<file path="src/rtl/mem_arbiter.sv">
`default_nettype none
// ============================================================================
// Module      : mem_arbiter
// Description : Two-requester (instruction/data) arbiter for a single RAM port,
//               with bounded instruction starvation under data pressure.
// Revision    : 1.0 - initial release
// ============================================================================
module mem_arbiter #(
  parameter int STARVE_MAX = 4
) (
  input  logic        CLK,
  input  logic        RST,
  input  logic        iREN,
  input  logic [31:0] iaddr,
  output logic        iwait,
  output logic [31:0] iload,
  input  logic        dREN,
  input  logic        dWEN,
  input  logic [31:0] daddr,
  input  logic [31:0] dstore,
  output logic        dwait,
  output logic [31:0] dload,
  output logic        ramREN,
  output logic        ramWEN,
  output logic [31:0] ramaddr,
  output logic [31:0] ramstore,
  input  logic [31:0] ramload,
  input  logic        ramrdy
);

  localparam int c_cnt_w = (STARVE_MAX < 1) ? 1 : $clog2(STARVE_MAX + 1);

  typedef enum logic [1:0] {
    IDLE = 2'd0,
    IACC = 2'd1,
    DACC = 2'd2
  } state_t;

  state_t             r_state;
  logic [31:0]        r_addr;
  logic [31:0]        r_store;
  logic               r_wr;
  logic               r_ren;
  logic               r_wen;
  logic [c_cnt_w-1:0] r_starve;

  logic               w_dreq;
  logic               w_dgrant;
  logic               w_done;
  logic               w_icomp;
  logic               w_dcomp;

  assign w_dreq   = dREN | dWEN;
  assign w_dgrant = w_dreq && ((r_starve < c_cnt_w'(STARVE_MAX)) || !iREN);

  // A completion coinciding with a reset edge is suppressed so the aborted
  // access never shows a wait-low pulse.
  assign w_done  = ramrdy && !RST;
  assign w_icomp = (r_state == IACC) && w_done;
  assign w_dcomp = (r_state == DACC) && w_done;

  assign iwait = iREN && !w_icomp;
  assign dwait = w_dreq && !w_dcomp;
  assign iload = (w_icomp && iREN) ? ramload : 32'd0;
  assign dload = (w_dcomp && w_dreq && !r_wr) ? ramload : 32'd0;

  assign ramREN   = r_ren;
  assign ramWEN   = r_wen;
  assign ramaddr  = r_addr;
  assign ramstore = r_store;

  always_ff @(posedge CLK) begin
    if (RST) begin
      r_state  <= IDLE;
      r_addr   <= 32'd0;
      r_store  <= 32'd0;
      r_wr     <= 1'b0;
      r_ren    <= 1'b0;
      r_wen    <= 1'b0;
      r_starve <= '0;
    end else begin
      case (r_state)
        IDLE: begin
          if (w_dgrant) begin
            r_state <= DACC;
            r_addr  <= daddr;
            r_store <= dstore;
            r_wr    <= dWEN;
            r_ren   <= !dWEN;
            r_wen   <= dWEN;
            if (!iREN) begin
              r_starve <= '0;
            end else if (r_starve != c_cnt_w'(STARVE_MAX)) begin
              r_starve <= r_starve + c_cnt_w'(1);
            end
          end else if (iREN) begin
            r_state  <= IACC;
            r_addr   <= iaddr;
            r_store  <= 32'd0;
            r_wr     <= 1'b0;
            r_ren    <= 1'b1;
            r_wen    <= 1'b0;
            r_starve <= '0;
          end
        end
        IACC, DACC: begin
          // Wait as long as the RAM needs; the requester may vanish meanwhile.
          if (ramrdy) begin
            r_state <= IDLE;
            r_ren   <= 1'b0;
            r_wen   <= 1'b0;
          end
        end
        default: begin
          r_state <= IDLE;
          r_ren   <= 1'b0;
          r_wen   <= 1'b0;
        end
      endcase
    end
  end

endmodule
`default_nettype wire

</file>
<file path="config.mk">
export PLATFORM = sky130hd
export DESIGN_NAME = mem_arbiter
export DESIGN_NICKNAME = d
export VERILOG_FILES = /design/src/rtl/mem_arbiter.sv
export SDC_FILE = /design/constraint.sdc
export NUM_CORES = 1
export LEC_CHECK = 0
export CAP_MARGIN = 20
export CORE_MARGIN = 4
export CORE_UTILIZATION = 31
export CTS_CLUSTER_DIAMETER = 60
export CTS_CLUSTER_SIZE = 10
export DETAILED_ROUTE_END_ITERATION = 12
export PLACE_DENSITY = 0.82
export SLEW_MARGIN = 30
export SYNTH_ARGS = -nofsm -noshare
export SYNTH_HDL_FRONTEND = slang
export SYNTH_SLANG_ARGS = --single-unit
export TNS_END_PERCENT = 100
</file>
<file path="constraint.sdc">
create_clock -name CLK -period 1.6 [get_ports CLK]
set_clock_uncertainty 0.05 [all_clocks]
set_input_delay 0.32 -clock CLK [delete_from_list [all_inputs] [get_ports CLK]]
set_output_delay 0.32 -clock CLK [all_outputs]
set_load 0.05 [all_outputs]
</file>
==> flow_summary.ini <==
[floorplanning]
fp-row-count = 39
die_x_um = 116
io_pins = 266
floorplan.initialDensity_pct = 31.8
die_y_um = 116
core_um2 = 11400
dieArea_um2 = 13500

[cts]
numCtsBuffers = 9
clkSinkCount = 72
cts_root_buf = clkbuf_16
ctsHtreeMaxLevel = 3
cts.hold.buffers_added = 0
cts_buffer_depth = 2
tritoncts = yes
clk_pin_slew_ns = 0.06
clock_latency_ns = 0.32

[min_path]
min_to = ramWEN
hold_class = in2reg
min_from = ramrdy
hold_depth = 4

[timing]
rsz0062_at_grt = true
period_share_pct = 131
slew_headroom_pct = 33.8
finalHoldViolations = 0
layout_setup_ws_ns = -0.489
finalSetupViolations = 137
tightest_slew_ns = 0.993
min_period_ns = 2.09
drv_slew = 0
fmax_mhz = 479

[global_routing]
top_usage_layer = met2
grt_pass1_wl_mm = 25.7
met2_usage_pct = 47.8
antenna_found_initial = 3
gr-usage-met3_pct = 7.36
track_usage_pct = 24.5
gr-usage-met1_pct = 23.9
grt_pass1_vias = 4730
grt_start_max_net_pins = 73
grt-ovfl-total = 0

[detailed_routing]
via_count = 4702
dr.first_iter.drc_count = 241
routed_wl_mm = 20.0
vias_per_cell = 5.39
wire_per_inst_um = 22.9
drt_pass1_iterations = 5
drtAntennaViolNets = 0
route.detailed.drc = 0

[worst_setup_path]
rr_worst_depth = 10
r2r_setup_slack_ns = -0.22
regToRegEndpoint = ramstore[21]
critical_path.max_fanout = 8
crit_required_ns = 1.23
endpoint_kind = primary output
crit_type = reg2out
critPathArrivalTime_ns = 1.72
start_kind = flop
timing.rr.start = r_state[1]

[power]
ir_worst_vdd_mv = 0.720
power_uw = 7920
cellLeakagePower_uw = 0.00368
power_density_nw_per_um2 = 874

[layout]
fin_cells = 873
final_cell_mix = 128 x clkdlybuf4s50_1, 114 x buf_12, 70 x dfxtp_1
final_common_cell = clkdlybuf4s50_1
drive_above_1_share_pct = 51.8
area_delta_synth_final_pct = 150
nNetsFinal = 862

[yosys]
yosysTopAreaCell = dfxtp_1
syn_area_per_cell_um2 = 8.76
syn-cell-area_um2 = 3630
syn_nets = 553
synth_area_leaders = dfxtp_1 40%, a311oi_2 12%, and2_1 11%
synth_warnings = 0
ys_ff_latch = 72
synth_cells = 414
synth_top_area_share_pct = 39.7
synth_cell_types = 29
yosysSeqAreaShare_pct = 39.7

[placement]
place_inst = 807
gp_congestion = 0.859
port_buffers = 265
hpwlAfterDp_mm = 11.5

[outcome]
failed_checks = setup timing
outcome = finished, violations left

[run]
max_cap_violations = 0
==> state kept, by name, indices dropped and copies added (netlist names) <==
register  flops
r_starve      3
ramstore     32
r_state       2
ramWEN        1
ramaddr      32
r_wr          1
ramREN        1
==> layout make-up <==
type                    instances  area (um^2)
repair buffers                338         4630
multi-input cells             298         2460
fillers                       666         2360
flip-flops and latches         72         1450
clock buffers                  11          243
well taps                     143          179
clock inverters                 5         80.1
inverters                       4         17.5
diodes                          2         5.00
==> critical path, stage by stage, from the launching register on <==
cell and delay [ns]:
dfxtp_2 0.33, inv_2 0.07, ha_4 0.14, and4bb_4 0.30, buf_12 0.13, buf_12 0.12
and2_4 0.17, buf_12 0.13
==> cell usage after synthesis <==
cell / number
dfxtp_1: 72
nand2_1: 68
nor2_1: 66
and2_1: 64
a32oi_1: 33
a311oi_2: 30
buf_2: 17
clkbuf_1: 12
a21oi_1: 8
buf_4: 6
buf_6: 5
ha_1: 5
inv_1: 4
o21ai_0: 4
a311oi_1: 2
nand4_1: 2
nand4b_1: 2
nor2b_1: 2
or3_1: 2
a211o_1: 1
a21boi_0: 1
a2bb2oi_2: 1
and3_1: 1
and4bb_2: 1
nor4b_1: 1
o21a_1: 1
o2bb2ai_2: 1
o31a_1: 1
o31ai_2: 1
==> kinds of logic (layout without fill, tap and decap cells) <==
kind of cell | after synthesis | after routing | share of synthesized area [%]
buffers and inverters | 44 | 358 | 6.79
AND/OR/NAND/NOR | 209 | 209 | 27.2
adder cells (fa/ha/maj) | 5 | 5 | 1.72
AO/OA/AOI/OAI | 84 | 84 | 24.6
other | 0 | 2 | 0
flip-flops | 72 | 72 | 39.7
==> worst max-delay path by stage <==
stage	startpoint	end	slack, ns
finish	r_state[0]	dload[26]	-0.49
global route	r_state[0]	dload[26]	-0.53
CTS	r_state[0]	dload[18]	-0.52
detailed placement	ramrdy	dload[31]	-0.53
global placement	ramrdy	dload[31]	-0.49
floorplan	iREN	iwait	-0.08
==> through the flow <==
stage / setup WS (ns) / utilization [%] / hold WS, ns / setup TNS [ns] / cell area [um^2]
final: -0.489 / 79.4 / 0.376 / -35.24 / 9060
after global routing: -0.528 / 79.3 / 0.398 / -42.02 / 9060
after CTS: -0.518 / 74.9 / 0.420 / -30.01 / 8560
after detailed placement: -0.527 / 66.4 / 0.412 / -54.28 / 7590
after global placement: -0.487 / 66.4 / 0.405 / -48.60 / 7590
after floorplan: -0.0794 / - / 0.396 / -0.251 / 3840
==> report_power, final <==
part / switching [uW] / internal (uW)
clock: 788 / 1410
sequential: 202 / 2000
combinational: 1790 / 1730
==> per-layer routing <==
layer,vias to the layer above,wire (um)
li1,2074,-
met1,2262,6730
met2,282,10400
met3,82,1790
met4,2,1030
met5,-,7
==> what timing repair did <==
| action | 4_1_cts | 5_1_grt |
|---|---|---|
| pin swaps | 29 | 64 |
| resized for setup | 48 | 83 |
| setup buffers | 17 | 18 |
| gates cloned | 11 | 15 |
| endpoints found under the setup margin | 104 | 126 |
No activity file was read; power rests on OpenSTA's default activity.
